`src/rtl/overlay_pkg.sv`:
```
// Shared types and constants for the overlay prefetch path: the RGBA4444
// pixel layout, the SDRAM fetcher states and the horizontal repeat codes.
package overlay_pkg;

  typedef struct packed {
    logic [3:0] a;
    logic [3:0] b;
    logic [3:0] g;
    logic [3:0] r;
  } ovl_pix_t;

  typedef enum logic [1:0] {
    ST_IDLE,
    ST_REQ,
    ST_WAIT
  } fetch_state_e;

  localparam logic [1:0] HSCALE_1X  = 2'd0;
  localparam logic [1:0] HSCALE_2X  = 2'd1;
  localparam logic [1:0] HSCALE_4X  = 2'd2;
  localparam logic [1:0] HSCALE_RSV = 2'd3;

  // Last value of the repeat counter before the head word is popped;
  // the reserved code behaves as 1x.
  function automatic logic [1:0] rep_last(input logic [1:0] hs);
    case (hs)
      HSCALE_2X: return 2'd1;
      HSCALE_4X: return 2'd3;
      default:   return 2'd0;
    endcase
  endfunction

endpackage

```
`src/rtl/ovl_fifo.sv`:
```
// Synchronous prefetch FIFO with occupancy count, flush and same-cycle
// push/pop. Callers never push when full nor pop when empty.
module ovl_fifo #(
  parameter int DEPTH = 16,
  parameter int PIX_W = 16
) (
  input  logic                       clk_sys,
  input  logic                       reset,
  input  logic                       flush,
  input  logic                       push,
  input  logic [PIX_W-1:0]           push_data,
  input  logic                       pop,
  output logic [PIX_W-1:0]           head,
  output logic [$clog2(DEPTH):0]     count,
  output logic                       empty
);

  localparam int AW = $clog2(DEPTH);
  localparam int CW = AW + 1;

  logic [PIX_W-1:0] mem [DEPTH];
  logic [AW-1:0]    wr_ptr;
  logic [AW-1:0]    rd_ptr;

  // Pointer and occupancy bookkeeping; flush empties in a single cycle.
  always_ff @(posedge clk_sys) begin
    if (reset || flush) begin
      wr_ptr <= '0;
      rd_ptr <= '0;
      count  <= '0;
    end else begin
      if (push) wr_ptr <= wr_ptr + AW'(1);
      if (pop)  rd_ptr <= rd_ptr + AW'(1);
      count <= count + CW'(push) - CW'(pop);
    end
  end

  // Word storage carries no reset; stale entries are never read.
  always_ff @(posedge clk_sys) begin
    if (push) mem[wr_ptr] <= push_data;
  end

  assign head  = mem[rd_ptr];
  assign empty = (count == '0);

endmodule

```
`src/rtl/overlay_prefetch.sv`:
```
// Streams an RGBA4444 overlay frame from SDRAM through a small FIFO and
// presents one overlay pixel per active video pixel, with 1x/2x/4x
// horizontal pixel repeat and sticky underflow reporting.
module overlay_prefetch
  import overlay_pkg::*;
#(
  parameter int ADDR_W = 25,
  parameter int DEPTH  = 16,
  parameter int PIX_W  = 16
) (
  input  logic              clk_sys,
  input  logic              reset,
  input  logic              enable,
  input  logic [ADDR_W-1:0] base_addr,
  input  logic [1:0]        hscale,
  input  logic              ce_pix,
  input  logic              de,
  input  logic              vsync,
  output logic [ADDR_W-1:0] mem_addr,
  output logic              mem_rd,
  input  logic              mem_ack,
  input  logic [PIX_W-1:0]  mem_data,
  output logic [3:0]        bg_r,
  output logic [3:0]        bg_g,
  output logic [3:0]        bg_b,
  output logic [3:0]        bg_a,
  output logic              underflow
);

  localparam int CW = $clog2(DEPTH) + 1;

  fetch_state_e      state, state_nxt;
  logic [ADDR_W-1:0] rd_addr;
  logic              discard;
  logic              vsync_q;
  logic [1:0]        rep;
  logic              underflow_r;
  ovl_pix_t          pix_p1;

  logic [CW-1:0]     fifo_count;
  logic              fifo_empty;
  logic [PIX_W-1:0]  fifo_head;
  logic              fifo_push, fifo_pop, fifo_flush;

  logic              frame_start, inflight, ack_take, consume, room;
  logic [CW:0]       occupancy;

  assign frame_start = ce_pix & vsync & ~vsync_q;
  assign inflight    = (state != ST_IDLE);
  assign ack_take    = (state == ST_WAIT) & mem_ack;
  assign occupancy   = {1'b0, fifo_count} + {{CW{1'b0}}, inflight};
  assign room        = (occupancy < (CW+1)'(DEPTH));

  assign fifo_push   = ack_take & ~discard & ~frame_start & enable;
  assign consume     = ce_pix & de & enable & ~frame_start;
  assign fifo_pop    = consume & ~fifo_empty & (rep == rep_last(hscale));
  assign fifo_flush  = frame_start | ~enable;

  ovl_fifo #(
    .DEPTH (DEPTH),
    .PIX_W (PIX_W)
  ) u_fifo (
    .clk_sys   (clk_sys),
    .reset     (reset),
    .flush     (fifo_flush),
    .push      (fifo_push),
    .push_data (mem_data),
    .pop       (fifo_pop),
    .head      (fifo_head),
    .count     (fifo_count),
    .empty     (fifo_empty)
  );

  // Fetcher next state: one outstanding read, one-cycle request strobe.
  always_comb begin
    state_nxt = state;
    mem_rd    = 1'b0;
    case (state)
      ST_IDLE: if (enable && room) state_nxt = ST_REQ;
      ST_REQ: begin
        mem_rd    = 1'b1;
        state_nxt = ST_WAIT;
      end
      ST_WAIT: if (mem_ack) state_nxt = ST_IDLE;
      default: state_nxt = ST_IDLE;
    endcase
  end

  assign mem_addr = rd_addr;

  // Fetcher state, read address and discard of reads orphaned by frame start.
  always_ff @(posedge clk_sys) begin
    if (reset) begin
      state   <= ST_IDLE;
      rd_addr <= '0;
      discard <= 1'b0;
      vsync_q <= 1'b0;
    end else begin
      state <= state_nxt;
      if (ce_pix) vsync_q <= vsync;
      if (frame_start) begin
        rd_addr <= base_addr;
        discard <= inflight & ~ack_take;
      end else if (ack_take) begin
        if (discard)     discard <= 1'b0;
        else if (enable) rd_addr <= rd_addr + ADDR_W'(2);
      end
    end
  end

  // Consumer: repeat counter, output pixel register and sticky underflow.
  always_ff @(posedge clk_sys) begin
    if (reset) begin
      rep         <= 2'd0;
      underflow_r <= 1'b0;
      pix_p1      <= '0;
    end else if (frame_start) begin
      rep         <= 2'd0;
      underflow_r <= 1'b0;
      pix_p1      <= '0;
    end else if (!enable) begin
      rep    <= 2'd0;
      pix_p1 <= '0;
    end else if (ce_pix) begin
      if (de) begin
        if (!fifo_empty) begin
          pix_p1 <= ovl_pix_t'(fifo_head);
          rep    <= (rep == rep_last(hscale)) ? 2'd0 : rep + 2'd1;
        end else begin
          pix_p1      <= '0;
          underflow_r <= 1'b1;
        end
      end else begin
        pix_p1 <= '0;
        rep    <= 2'd0;
      end
    end
  end

  assign bg_r      = pix_p1.r;
  assign bg_g      = pix_p1.g;
  assign bg_b      = pix_p1.b;
  assign bg_a      = pix_p1.a;
  assign underflow = underflow_r;

endmodule

```
`config.mk`:
```
export PLATFORM = sky130hd
export DESIGN_NAME = overlay_prefetch
export DESIGN_NICKNAME = d
export VERILOG_FILES = /design/src/rtl/overlay_pkg.sv /design/src/rtl/ovl_fifo.sv /design/src/rtl/overlay_prefetch.sv
export SDC_FILE = /design/constraint.sdc
export NUM_CORES = 1
export LEC_CHECK = 0
export CAP_MARGIN = 30
export CORE_MARGIN = 1.5
export CORE_UTILIZATION = 50
export DETAILED_ROUTE_END_ITERATION = 8
export PLACE_DENSITY = 0.7
export SYNTH_ARGS = -nofsm -noshare
export SYNTH_HDL_FRONTEND = slang
export SYNTH_SLANG_ARGS = --single-unit
```
`constraint.sdc`:
```
create_clock -name clk_sys -period 6.6 [get_ports clk_sys]
set_input_delay 1.32 -clock clk_sys [delete_from_list [all_inputs] [get_ports clk_sys]]
set_output_delay 1.32 -clock clk_sys [all_outputs]
set_load 0.005 [all_outputs]
```
# ---- Yosys cells after proc, flatten, opt, wreduce, memory -nomap -nowiden
# Memories as Yosys holds them, arrays and structs flattened. A register that Yosys moved wholly into a read port is not among the register bits.
# Cells that the tools add are included.
dict set report totals {
  word_cells 90
  ff_bits 61
  memories 1
  output_inout_bits 43
  mem_bits_rw 256
}
dict set report classes {
  add_sub_neg 7
  magnitude_cmp 1
  n_eq_ne 10
  muxes 26
  reduce_logical 13
  bitwise 19
}
# memory words word_bits rd rd_ports_with_merged_regs wr line
set mem_list {}
lappend mem_list {u_fifo.mem 16 16 1 1 1 ovl_fifo.sv:21} ;# logic [PIX_W-1:0] mem [DEPTH];
# cell n
set op_table {}
lappend op_table {{two-way mux 25 bit} 4}
lappend op_table {{two-way mux 16 bit} 2}
lappend op_table {{adder 25 x 2 -> 25 bit, second input constant} 1}
lappend op_table {{two-way mux 2 bit} 11}
lappend op_table {{AND 1 bit} 12}
lappend op_table {{adder 4 x 1 -> 4 bit, second input constant} 2}
lappend op_table {{two-way mux 4 bit} 2}
lappend op_table {{adder 5 x 1 -> 6 bit} 1}
lappend op_table {{< comparator 6 x 5 -> 1 bit, second input constant} 1}
lappend op_table {{inequality test 2 bit, second input constant} 3}
lappend op_table {{inverter 1 bit} 6}
lappend op_table {{case mux 2 bit (3 select lines)} 1}
lappend op_table {{nonzero test 2 bit} 3}
lappend op_table {{adder 5 x 1 -> 5 bit} 1}
lappend op_table {{logical NOT 5 bit} 1}
lappend op_table {{two-way mux 1 bit} 5}
lappend op_table {{subtractor 5 x 1 -> 5 bit} 1}
lappend op_table {{== test 2 x 1 -> 1 bit, second input constant} 2}
lappend op_table {{== test 2 bit} 2}
lappend op_table {{== test 2 bit, second input constant} 2}
lappend op_table {{case mux 2 bit (2 select lines)} 1}
lappend op_table {{AND reduction 2 bit} 2}
lappend op_table {{AND reduction 4 bit} 1}
lappend op_table {{AND reduction 3 bit} 1}
lappend op_table {{other kinds (8)} 8}

# ---- Logic depth before layout (Yosys ltp)
dict set report logic_depth {
  depth_word 12
  mapped_depth 12
  mapped_depth_nobuf 12
}

# ---- Hierarchy
# A second synthesis with hierarchy kept.
dict set report unflattened {
  cells_unflattened 761
  hier_area_um2 12783.5
}
# module area_per_inst_um2 instances cells_per_inst
set modules_own_cells {}
lappend modules_own_cells {ovl_fifo 10512.6 1 493}
lappend modules_own_cells {overlay_prefetch 2270.9 1 268}

# ---- Least setup slack after synthesis
# Ideal clock, no wire load.
dict set report synth_path {
  path_kind {input -> register}
  start {input port mem_ack}
  end {memory u_fifo.mem[3][0], enable pin}
  path_buffers 1
  stages 4
  t_arrival_ns 3.048
  required_ns 6.191
  setup_time_ns 0.409
  setup_slack_ns 3.143
  cell_sequence {buf_2 and4b_1 nand4_1 nor3_1}
}
dict set report synth_via {
  elab_chain_len 6
}
# item line
set synth_rtl {}
lappend synth_rtl {{from (decl)} overlay_prefetch.sv:21} ;# input logic mem_ack,
lappend synth_rtl {{AND 1 bit} overlay_prefetch.sv:50} ;# assign ack_take = (state == ST_WAIT) & mem_ack;
lappend synth_rtl {{AND 1 bit (3 in series)} overlay_prefetch.sv:54} ;# assign fifo_push = ack_take & ~discard & ~frame_start & enable;
lappend synth_rtl {{two-way mux 1 bit} ovl_fifo.sv:40} ;# if (push) mem[wr_ptr] <= push_data;
lappend synth_rtl {{two-way mux 1 bit (not written as such)} ovl_fifo.sv:40}
lappend synth_rtl {{to (decl)} ovl_fifo.sv:21}
# Every way passes these cells.

# ---- Final worst setup path
dict set report layout_path {
  start {input port ce_pix}
  end {register u_fifo.count[4]}
}
dict set report layout_via {
  elab_chain_len 7
  elab_cells_between_ends 14
  cone_classes {add/sub: 2; bitwise: 11; reduce/logical: 1}
}
# item line
set layout_rtl {}
lappend layout_rtl {{from (decl)} overlay_prefetch.sv:16} ;# input logic ce_pix,
lappend layout_rtl {{AND 1 bit (2 in series)} overlay_prefetch.sv:48} ;# assign frame_start = ce_pix & vsync & ~vsync_q;
lappend layout_rtl {{inverter 1 bit} {overlay_prefetch.sv:54, overlay_prefetch.sv:55}}
lappend layout_rtl {{AND 1 bit (on tied branches)} {overlay_prefetch.sv:54, overlay_prefetch.sv:55}}
lappend layout_rtl {{AND 1 bit (on tied branches)} {overlay_prefetch.sv:54, overlay_prefetch.sv:56}}
lappend layout_rtl {{adder 5 x 1 -> 5 bit or AND 1 bit (tied branches)} {ovl_fifo.sv:34, overlay_prefetch.sv:56}}
lappend layout_rtl {{subtractor 5 x 1 -> 5 bit} ovl_fifo.sv:34} ;# count <= count + CW'(push) - CW'(pop);
lappend layout_rtl {{to (signal assigned)} ovl_fifo.sv:34}
lappend layout_rtl {{to (decl)} ovl_fifo.sv:14} ;# output logic [$clog2(DEPTH):0] count,
# Several ways; a longest one is shown, not always the timed one.
# A chain may end at the register's enable or synchronous reset.

==> run summary <==
status - finished clean
TritonRoute pass-1 iters - 5
crit share post-route - 61.91%
Remaining Overflow, GRT - 0
EDFF count, synth - 256
sequential share of power - 53.6%
CTS root buf - clkbuf_16
Cells after Synth - 781
critical-path cell list - clkdlybuf4s50_1 -> nand3b_1 -> buf_4 -> nand3_1 -> clkinv_1 -> ha_1 -> fa_1 -> a21oi_1 -> o21bai_1 -> xor2_1 -> nor2_1
max cap viols - 0
WHS - 0.4606 ns
Worst-Skew Late Latency - 0.50 ns
GPL Wtd Cong - 0.7901
reg2reg setup slack - 3.65 ns
Max Transition Viols Final - 0
Overall Power - 4123 uW
mapped cell area - 0.01306 mm^2
post_cts resized - 0
RSZ-0062 raised after global routing - no
PortBufs - 92
register bit count reported by yosys - 321
pwr/cell area - 269.0 mW/mm^2
Clk pwr share - 43.2%
Final Skew - 0.009350 ns
final setup fails - 0
HP Class - flip-flop to flip-flop
VDD IR-drop max - 0.1921 mV
initial antenna violation count - 0
Synth Flop Type - edfxtp_1
die height - 164.6 um
reg2reg start - vsync_q
R2R depth - 10
fin crit period - 4.086 ns
post-route antenna net violation count - 0
CTS buffer count - 34
slowest CP cell - clkdlybuf4s50_1
placed insts - 1,169
Largest stage delay, worst path - 0.66 ns
# IOs - 93
synth top area cells - edfxtp_1 (59%), mux4_2 (11%), dfxtp_1 (10%)
Syn-to-layout area delta - 17.36%
Startpoint Class - primary input
Fin. Hold Viols - 0
CP Class - primary input to flip-flop
GR Util All Layers - 21.75%
crit-path max FO - 53
nets - 939
1st-iter DRT viols - 572
Pint - 3310 uW
Total Neg Setup Slack - 0 ns
Finished Cell Area - 0.01533 mm^2
top layer in use - met4
hpwl dp - 17,650 um
met1 wire length - 12,540 um
first-pass GRT wire length - 43,100 um
Clock Path Buffers - 3
Core ar. - 0.02540 mm^2
hold_buf cts - 0
Psw - 813.9 uW
Ys Warns - 0
die area - 0.02710 mm^2
Bufs and invs on worst path - 3
Logic pwr share - 3.2%
most frequent cells in the layout - edfxtp_1 (256), clkdlybuf4s50_1 (92), mux4_2 (64)
fraction of layout cells with a size suffix above 1 - 14.76%
total number of vias - 7,385
met3 wire len - 1863 um
post-synthesis sequential area ratio - 68.83%
switch share - 19.74%
Post-CTS Repair Setup Buffers - 0
number of global-route vias before repair - 7,313
WP data required - 6.97 ns
asr flop ratio synth - 0%
Reg clk slew, reported paths - 0.06 ns
Synth Net Count - 845
Routed met2 length - 13,530 um
total wire length - 28,400 um
maximum operating frequency - 0.2447 GHz
Antenna diodes - 0
TritonCTS clock tree - done
die width - 164.6 um
drt drc - 0
Synth cell types - 57
Static Leak - 0.004875 uW
syn_area_per_cell - 16.72 um^2
WL/cell - 23.07 um
CTS H-tree lvls - 2
worst-margin pin slew - 0.9648 ns
share of the synthesized area in the top cell type - 58.86%
area leader, netlist - edfxtp_1
final std cells w/o fill - 1,231
Largest delay share family, worst path - buffers and inverters
Hold Crit Depth - 1
largest net degree at the start of global routing - 65
Critical Path AT - 4.45 ns
Post-DP Area - 0.01427 mm^2
most common cell after layout, fill and taps aside - edfxtp_1
Hold Crit Start - bg_g[2]
Starting Density - 51.42%
Hold Path Sink - bg_g[2]
clock sinks - 321
Worst Setup End Kind - flip-flop
RR Endpoint - u_fifo.count[4]
Vias/cell - 5.999
Rel. slew slack - 35.68%
Placement Rows - 58
synth_stat cells (12+ instances only):
library cell / number
mux2i_1: 33
nand2_1: 23
or4_1: 13
nor3_1: 19
edfxtp_1: 256
nor3b_1: 17
inv_1: 13
nor2_1: 37
dfxtp_1: 65
and3_1: 22
a211o_1: 16
ha_1: 13
a21oi_1: 17
a311oi_1: 12
clkbuf_1: 23
mux4_2: 64
routing by layer:
layer,up-vias,track usage [%]
li1,3346,-
met1,3777,30.25
met2,229,34.93
met3,33,5.123
met4,0,5.283
met5,-,0
worst reg2reg max path: cells and delay by family (launching register included):
family,cells,cell delay [ns]
buffers and inverters,2,0.81
AO/OA/AOI/OAI,2,0.24
adder cells (fa/ha/maj),2,0.83
XOR/XNOR,1,0.13
AND/OR/NAND/NOR,3,0.51
flip-flops,1,0.31
layout make-up:
class                      instances  area [um^2]
fill                            1890        10070
sequential                       321         8995
multi-input combinational        403         3817
clock buffer                      49         1001
timing repair buffer             101        988.4
tap                              330        412.9
clock inverter                    13        60.06
inverter                          14        52.55
flip-flops by register name, summed over array words and instances (netlist names), 2 cells and up, named ones only:
signal,count
bg_a,4
bg_b,4
bg_g,4
bg_r,4
mem_addr,25
rep,2
state,2
u_fifo.count,5
u_fifo.mem,256
u_fifo.rd_ptr,4
u_fifo.wr_ptr,4
worst max-delay path by stage:
stage / start / to / slack, ns / depth (start not counted)
after floorplan: mem_ack / u_fifo.mem[3][0] / 3.14 / 4
after global placement: ce_pix / u_fifo.count[4] / 2.12 / 11
after detailed placement: ce_pix / u_fifo.count[4] / 2.00 / 11
after CTS: ce_pix / u_fifo.count[4] / 2.51 / 11
after global routing: ce_pix / u_fifo.count[4] / 2.28 / 11
final: ce_pix / u_fifo.count[4] / 2.51 / 11
power groups by stage:
stage               combinational, uW  clock, uW  sequential [uW]
floorplan                        41.2          0             2250
global placement                  129          0             2250
detailed placement                131          0             2250
CTS                               132       1810             2210
global route                      142       1890             2210
finish                            131       1780             2210
logic make-up after synthesis:
group	synth area share [%]
DFF	68.83
and+or+nand+nor	8.220
muxes	13.57
AOI/OAI and AO/OA	5.030
buffers and inverters	2.021
xor gates and xnor gates	0.9389
adders and majority gates	1.399
stage by stage:
step / setup WS, ns / util, %
after global placement: 2.117 / 56.17
after CTS: 2.515 / 60.34
after global routing: 2.280 / 60.34
after detailed placement: 1.999 / 56.17
final: 2.514 / 60.34
after floorplan: 3.143 / -
Power figures use the tool's default switching activity.
